[config.mk]
export PLATFORM = sky130hd
export DESIGN_NAME = trace_cmd_issuer
export DESIGN_NICKNAME = d
export VERILOG_FILES = /design/src/rtl/trace_cmd_issuer.sv
export SDC_FILE = /design/constraint.sdc
export NUM_CORES = 1
export LEC_CHECK = 0
export CAP_MARGIN = 20
export CORE_MARGIN = 3
export CORE_UTILIZATION = 33
export CTS_CLUSTER_SIZE = 10
export DETAILED_ROUTE_END_ITERATION = 8
export SETUP_SLACK_MARGIN = 0.1
export SYNTH_ARGS = -nofsm -noshare
export SYNTH_HDL_FRONTEND = slang
export SYNTH_SLANG_ARGS = --single-unit
[constraint.sdc]
create_clock -name clk -period 7.6 [get_ports clk]
set_clock_uncertainty 0.2 [all_clocks]
set_input_delay 0.76 -clock clk [delete_from_list [all_inputs] [get_ports clk]]
set_output_delay 0.76 -clock clk [all_outputs]
set_load 0.02 [all_outputs]
[src/rtl/trace_cmd_issuer.sv]
// trace_cmd_issuer
//   Producer end of the command/address/eof interface consumed by
//   cache_statistics. Trace records arrive on a valid/ready push port and are
//   buffered in a small FIFO. They are then replayed onto the cache command
//   bus one per issue slot, with an idle gap after every command. eof pulses
//   once after the last record of a trace has been issued.
//
// Ports
//   clk, rst_n      rising-edge clock, asynchronous active-low reset
//   in_valid/ready  push handshake, record taken when both high at posedge
//   in_cmd/addr     trace command code and address
//   in_last         record is the final line of its trace
//   command/address registered command bus (IDLE_CMD when idle)
//   eof             one-cycle end-of-trace pulse
//   busy            FSM active or FIFO non-empty
//   issued_count    legal commands issued since reset (wrapping)
//   drop_count      illegal records discarded (saturating)
module trace_cmd_issuer #(
    parameter int                CMD_W       = 4,
    parameter int                ADDR_W      = 32,
    parameter int                DEPTH       = 8,
    parameter int                HOLD_CYCLES = 1,
    parameter logic [CMD_W-1:0]  IDLE_CMD    = {CMD_W{1'b1}}
) (
    input  logic              clk,
    input  logic              rst_n,
    input  logic              in_valid,
    output logic              in_ready,
    input  logic [CMD_W-1:0]  in_cmd,
    input  logic [ADDR_W-1:0] in_addr,
    input  logic              in_last,
    output logic [CMD_W-1:0]  command,
    output logic [ADDR_W-1:0] address,
    output logic              eof,
    output logic              busy,
    output logic [31:0]       issued_count,
    output logic [15:0]       drop_count
);

    localparam int AW = $clog2(DEPTH);
    localparam int HW = (HOLD_CYCLES > 1) ? $clog2(HOLD_CYCLES) : 1;
    localparam logic [HW-1:0] HOLD_LAST = HW'(HOLD_CYCLES - 1);
    localparam logic [AW:0]   FULL_CNT  = (AW+1)'(DEPTH);

    typedef enum logic [1:0] {S_IDLE, S_ISSUE, S_GAP, S_EOF} state_e;

    typedef struct packed {
        logic [CMD_W-1:0]  cmd;
        logic [ADDR_W-1:0] addr;
        logic              last;
    } entry_t;

    // Legal trace codes are 0-6, 8 and 9; everything else is discarded.
    function automatic logic is_legal(input logic [CMD_W-1:0] c);
        return (c <= CMD_W'(6)) || (c == CMD_W'(8)) || (c == CMD_W'(9));
    endfunction

    function automatic logic [15:0] sat_inc16(input logic [15:0] v);
        return (v == 16'hFFFF) ? v : v + 16'd1;
    endfunction

    state_e             state_q, state_d;
    logic [AW-1:0]      wr_ptr_q, wr_ptr_d;
    logic [AW-1:0]      rd_ptr_q, rd_ptr_d;
    logic [AW:0]        count_q, count_d;
    logic               last_pending_q, last_pending_d;
    logic [HW-1:0]      hold_q, hold_d;
    logic               cur_last_q, cur_last_d;
    logic [CMD_W-1:0]   cur_cmd_q, cur_cmd_d;
    logic [ADDR_W-1:0]  cur_addr_q, cur_addr_d;
    logic [CMD_W-1:0]   command_q, command_d;
    logic [ADDR_W-1:0]  address_q, address_d;
    logic               eof_q, eof_d;
    logic [31:0]        issued_q, issued_d;
    logic [15:0]        drop_q, drop_d;

    entry_t             mem_q [DEPTH];
    entry_t             head;
    logic               full, empty, push, pop;

    assign full     = (count_q == FULL_CNT);
    assign empty    = (count_q == '0);
    // Blocking on last_pending keeps the next trace out until eof has gone.
    assign in_ready = !full && !last_pending_q;
    assign push     = in_valid && in_ready;
    assign head     = mem_q[rd_ptr_q];

    always_comb begin
        state_d        = state_q;
        hold_d         = hold_q;
        cur_last_d     = cur_last_q;
        cur_cmd_d      = cur_cmd_q;
        cur_addr_d     = cur_addr_q;
        last_pending_d = last_pending_q;
        command_d      = IDLE_CMD;
        address_d      = address_q;
        eof_d          = 1'b0;
        issued_d       = issued_q;
        drop_d         = drop_q;
        pop            = 1'b0;

        case (state_q)
            S_IDLE: begin
                if (!empty) begin
                    pop     = 1'b1;
                    hold_d  = '0;
                    state_d = S_ISSUE;
                end
            end
            S_ISSUE: begin
                if (is_legal(cur_cmd_q)) begin
                    command_d = cur_cmd_q;
                    address_d = cur_addr_q;
                    if (hold_q == '0) begin
                        issued_d = issued_q + 32'd1;
                    end
                    if (hold_q == HOLD_LAST) begin
                        hold_d  = '0;
                        state_d = S_GAP;
                    end else begin
                        hold_d = hold_q + 1'b1;
                    end
                end else begin
                    // Illegal entry: one silent slot, bus stays idle.
                    drop_d  = sat_inc16(drop_q);
                    state_d = S_GAP;
                end
            end
            S_GAP: begin
                if (cur_last_q) begin
                    state_d = S_EOF;
                end else if (!empty) begin
                    pop     = 1'b1;
                    hold_d  = '0;
                    state_d = S_ISSUE;
                end else begin
                    state_d = S_IDLE;
                end
            end
            S_EOF: begin
                eof_d          = 1'b1;
                last_pending_d = 1'b0;
                state_d        = S_IDLE;
            end
            default: state_d = S_IDLE;
        endcase

        if (pop) begin
            cur_cmd_d  = head.cmd;
            cur_addr_d = head.addr;
            cur_last_d = head.last;
        end

        if (push && in_last) begin
            last_pending_d = 1'b1;
        end
    end

    always_comb begin
        wr_ptr_d = push ? wr_ptr_q + 1'b1 : wr_ptr_q;
        rd_ptr_d = pop  ? rd_ptr_q + 1'b1 : rd_ptr_q;
        count_d  = count_q + (AW+1)'(push) - (AW+1)'(pop);
    end

    always_ff @(posedge clk or negedge rst_n) begin
        if (!rst_n) begin
            state_q        <= S_IDLE;
            wr_ptr_q       <= '0;
            rd_ptr_q       <= '0;
            count_q        <= '0;
            last_pending_q <= 1'b0;
            hold_q         <= '0;
            cur_last_q     <= 1'b0;
            command_q      <= IDLE_CMD;
            address_q      <= '0;
            eof_q          <= 1'b0;
            issued_q       <= '0;
            drop_q         <= '0;
        end else begin
            state_q        <= state_d;
            wr_ptr_q       <= wr_ptr_d;
            rd_ptr_q       <= rd_ptr_d;
            count_q        <= count_d;
            last_pending_q <= last_pending_d;
            hold_q         <= hold_d;
            cur_last_q     <= cur_last_d;
            command_q      <= command_d;
            address_q      <= address_d;
            eof_q          <= eof_d;
            issued_q       <= issued_d;
            drop_q         <= drop_d;
        end
    end

    // Payload storage carries no reset; it is only read after a valid push.
    always_ff @(posedge clk) begin
        if (push) begin
            mem_q[wr_ptr_q] <= '{cmd: in_cmd, addr: in_addr, last: in_last};
        end
        cur_cmd_q  <= cur_cmd_d;
        cur_addr_q <= cur_addr_d;
    end

    assign command      = command_q;
    assign address      = address_q;
    assign eof          = eof_q;
    assign busy         = (state_q != S_IDLE) || !empty;
    assign issued_count = issued_q;
    assign drop_count   = drop_q;

endmodule

# ---- Yosys cells after proc, flatten, opt, wreduce, memory -nomap -nowiden
# Memories as Yosys holds them, arrays and structs flattened.
# Cells that the tools add are included.
dict set report classes {
  eq_ne 11
  bitwise_logic 3
  muxes 21
  reduce_logical 19
  magnitude_cmp 1
  n_addsub 7
}
# operator n
set op_table {}
lappend op_table {{adder 32 x 1 -> 32 bit, second input constant} 1}
lappend op_table {{adder 16 x 1 -> 16 bit, second input constant} 1}
lappend op_table {{equality test 16 bit, second input constant} 1}
lappend op_table {{equality test 4 bit, second input constant} 3}
lappend op_table {{two-way mux 1 bit} 12}
lappend op_table {{AND reduction 3 bit} 3}
lappend op_table {{two-way mux 2 bit} 4}
lappend op_table {{two-way mux 4 bit} 2}
lappend op_table {{case mux 2 bit (4 select lines)} 1}
lappend op_table {{adder 3 x 1 -> 3 bit, second input constant} 2}
lappend op_table {{inequality test 2 bit, second input constant} 3}
lappend op_table {{adder 4 x 1 -> 4 bit} 1}
lappend op_table {{equality test 2 bit, second input constant} 2}
lappend op_table {{less-or-equal comparator 4 x 3 -> 1 bit, second input constant} 1}
lappend op_table {{logical NOT 4 bit} 1}
lappend op_table {{AND reduction 2 bit} 2}
lappend op_table {{nonzero test 2 bit} 2}
lappend op_table {{subtractor 4 x 1 -> 4 bit} 1}
lappend op_table {{logical AND 1 bit} 3}
lappend op_table {{logical NOT 1 bit} 3}
lappend op_table {{logical OR 1 bit} 3}
lappend op_table {{inequality test 3 bit, second input constant} 1}
lappend op_table {{inverter 1 bit} 3}
lappend op_table {{case mux 1 bit (3 select lines)} 1}
lappend op_table {{other kinds (5)} 5}
dict set report word_totals {
  memories 1
  word_cells 77
  regBits 136
  mem_bits_rw 296
}
# memory words width read_ports rd_ports_with_merged_regs write_ports line_no
set mem_list {}
lappend mem_list {mem_q 8 37 1 0 1 77} ;# entry_t mem_q [DEPTH];

# ---- Depth between registers and ports, before layout
dict set report logic_depth {
  ltp_word 6
  depth_mapped 11
  mapped_depth_nobuf 11
}

# ---- Worst setup path before layout
# Ideal clock, no wire load.
dict set report synth_timing {
  path_type {reg2reg}
  start {register count_q[2]}
  end {memory mem_q[0][0] in the netlist's numbering (enable)}
  arrival_time_ns 4.989
  synth_period_minus_slack_ns 5.713
  path_slack_ns 1.887
  path_stages_with_launch 7
  path_buffers 0
  required_time_ns 6.876
  setup_time_ns 0.524
  cell_sequence {dfrtp_1 -> inv_1 -> ha_1 -> a21oi_1 -> and2_0 -> clkinv_1 -> nor4_1}
}
dict set report synth_between {
  elab_chain_len 6
}
# element line_no
set synth_lines {}
lappend synth_lines {{start: declaration} 65} ;# logic [AW:0] count_q, count_d;
lappend synth_lines {{start signal: assignment} 183} ;# count_q <= count_d;
lappend synth_lines {{equality test 4 bit} 81} ;# assign full = (count_q == FULL_CNT);
lappend synth_lines {{logical NOT 1 bit} 84} ;# assign in_ready = !full && !last_pending_q;
lappend synth_lines {{logical AND 1 bit} 84}
lappend synth_lines {{via in_ready} 28} ;# output logic in_ready,
lappend synth_lines {{logical AND 1 bit} 85} ;# assign push = in_valid && in_ready;
lappend synth_lines {{two-way mux 1 bit} 197} ;# if (push) begin
lappend synth_lines {{two-way mux 1 bit (implied by the code)} 198} ;# mem_q[wr_ptr_q] <= '{cmd: in_cmd, addr: in_addr, last: in_last};
lappend synth_lines {{end: declaration} 77}
# The timed path passes the listed nets, and every way through them passes these cells.

# ---- Final worst setup path
dict set report layout_timing {
  start {register count_q[1]}
  end {output busy}
}
dict set report layout_between {
  elab_chain_len 3
}
# element line_no
set layout_lines {}
lappend layout_lines {{logical NOT 4 bit} 82} ;# assign empty = (count_q == '0);
lappend layout_lines {{logical NOT 1 bit} 207} ;# assign busy = (state_q != S_IDLE) || !empty;
lappend layout_lines {{logical OR 1 bit} 207}
lappend layout_lines {{end: declaration} 35} ;# output logic busy,
# Every way passes these cells.

==> run summary <==
Endpoints failing setup - 0
Total CTS buffers - 49
Worst Setup EP - busy
Clock Sinks - 432
DR vias/cell - 4.69
Synth cell count leaders - edfxtp_1, dfrtp_1, mux4_2
Reg2reg setup slack - 4.54 ns
Rows - 81
Synth Flop Type - edfxtp_1
Critical path arrival - 2.15 ns
FF-to-FF path depth - 3
Met3 WL - 1970 µm
Area growth, synth to finish - 21.3%
Kind of critical path - reg2out
Status - complete, no violations
Longest Clk Path Bufs - 3
Dpl hpwl - 18100 µm
Core area - 49300 µm²
Num ports - 127
Final hold violation count - 0
Post-Route M1 WL - 14300 µm
Lkg Pwr - 6.90 nW
Levels on crit path - 4
WL per Instance - 19.2 µm
Port bufs - 126
Post-layout nets - 1031
CP cell instances - nor2_1 -> nand2_1 -> or3_1 -> clkdlybuf4s50_1
Minimum clock period - 3.11 ns
Max-Cap Viols - 0
Critical Path End Type - primary output
Req. time, crit path - 6.64 ns
Setup Buffers After CTS - 0
Net Count, Synth - 867
Most common cell in the netlist - edfxtp_1
Die width - 230 µm
Synth Warn # - 0
WP buf/inv - 1
Routed wl met2 - 15400 µm
GRT Residual Overflow - 0
Crit-path max FO - 3
Die Area - 52900 µm²
Non-Filler Instances - 1683
CP top delay family - simple AND/OR/NAND/NOR gates
Global-route wire length before repair - 50500 µm
Period utilization - 40.9%
Worst vdd rail ir drop - 0.170 mV
Vias in the first global route - 8392
Antenna viol nets, final - 0
Synth Register Bits - 432
Critical Path Start - count_q[1]$_DFF_PN0_
Number of remaining DRC errors - 0
Max-slew violations - 0
Inst Count DP - 1593
H-tree lvl count - 2
Async SR Flop Fraction - 23.1%
Synth cell types - 53
Tightest Pin Transition - 0.871 ns
Reg2reg end - cur_addr_q[14]$_DFFE_PP_
Reg2reg start - rd_ptr_q[0]$_DFFE_PN0P_
Clock latency on the worst-skew pair - 0.55 ns
Die extent in y - 230 µm
Max Used Layer - met5
Routed wire length - 32300 µm
Fmax - 322 MHz
Setup TNS - 0 ns
Slowest CP cell - clkdlybuf4s50_1
Pwr Density - 372 nW/µm²
Largest cells by area after synthesis - edfxtp_1, dfrtp_1, mux4_2
Syn Inst Count - 816
RSZ-0062 raised after global routing - false
CTS tree - done
Gr usage total - 12.3%
Mapped Area - 16600 µm²
Max incr delay on CP - 0.58 ns
Min-Delay Path Class - in2async
Pin count of the biggest net entering global routing - 53
Sequential element share of the synthesized area - 75.3%
Category of the worst setup path launch point - register
Reg clk slew, reported paths - 0.06 ns
Slew HR - 41.9%
Top cell type's share of synthesized area - 60.2%
Post-synth EDFFs - 332
Starting density of the core - 33.6%
Root buf cell - clkbuf_16
Final design utilization - 40.8%
Initial antenna violation count - 2
Post-synth top area cell - edfxtp_1
Vias - 7897
Mapped Avg Cell Area - 20.3 µm²
Final hold slack - 0.0545 ns
Diode count - 0
DRT Pass-1 Iters - 5
Total power - 7.46 mW
CTS hold repair buffers - 0
PostCTS Resize Cnt - 0
Layout cells sized above 1 - 23.7%
DRT iter0 DRCs - 391
RD Place Congestion - 0.737
## placed cells by master (no fill, tap or decap), types with 4 or more instances in the layout
cell,count
and3_1,8
or3_1,4
and2_1,4
xor2_1,18
edfxtp_1,332
clkdlybuf4s50_1,125
clkbuf_16,49
nand3_1,17
nand2b_1,5
clkbuf_1,38
nor2_1,13
dfrtp_1,93
mux2_2,72
xnor2_1,31
nand2_1,29
nor3_1,4
nor3_2,8
mux4_2,74
a21oi_1,4
dfstp_2,4
nand4_1,8
buf_4,14
inv_1,11
ha_1,10
## metal layers
layer	track usage, %	up-vias
li1	-	3551
met2	20.1	195
met4	2.98	4
met3	2.80	52
met1	16.9	4095
met5	0	-
## how the worst min path moves through the flow
| stage | end | slack [ns] | depth (start not counted) |
|---|---|---|---|
| 2_1_floorplan | address[0]$_DFFE_PN0P_ | 0.26 | 0 |
| 3_3_place_gp | issued_count[31]$_DFFE_PN0P_ | 0.25 | 1 |
| 3_5_place_dp | issued_count[31]$_DFFE_PN0P_ | 0.26 | 1 |
| 4_1_cts | rd_ptr_q[1]$_DFFE_PN0P_ | 0.07 | 1 |
| 5_1_grt | issued_count[9]$_DFFE_PN0P_ | 0.11 | 1 |
| 6_report | issued_count[8]$_DFFE_PN0P_ | 0.05 | 1 |
## logic make-up (layout without fill, tap and decap cells)
| group | Yosys count | in the layout | share of synthesized area [%] |
|---|---|---|---|
| AO/OA/AOI/OAI | 17 | 17 | 0.688 |
| XOR/XNOR | 50 | 50 | 2.69 |
| adder cells (fa/ha/maj) | 11 | 11 | 0.876 |
| buffers and inverters | 38 | 241 | 1.11 |
| flip-flops | 432 | 432 | 75.3 |
| multiplexers | 147 | 147 | 15.0 |
| AND/OR/NAND/NOR | 121 | 121 | 4.28 |
## per-stage QoR
stage               cell area, µm²  worst slack [ns]
floorplan                    16600              1.89
global placement             18700              4.36
detailed placement           18700              4.33
CTS                          20100              4.42
global route                 20100              4.29
finish                       20100              4.49
## area by class of cell
type,instances,area [µm²]
flip-flops and latches,432,12500
clock inverters,3,51.3
fillers,4472,29200
clock buffers,87,1370
repair buffers,139,1360
well taps,664,831
inverters,12,45.0
multi-input cells,346,3950
## state kept, by name, summed over array words and instances (netlist names)
name            cells
mem_q             296
address            32
cur_addr_q         32
issued_count       32
drop_count         16
command             4
count_q             4
cur_cmd_q           4
rd_ptr_q            3
wr_ptr_q            3
state_q             2
cur_last_q          1
eof                 1
hold_q              1
last_pending_q      1
## where the power goes
group	internal, mW	switching [mW]
sequential	3.09	0.320
combinational	1.03	0.929
clock	1.21	0.874
total	5.34	2.12
No activity file was read; power rests on OpenSTA's default activity.
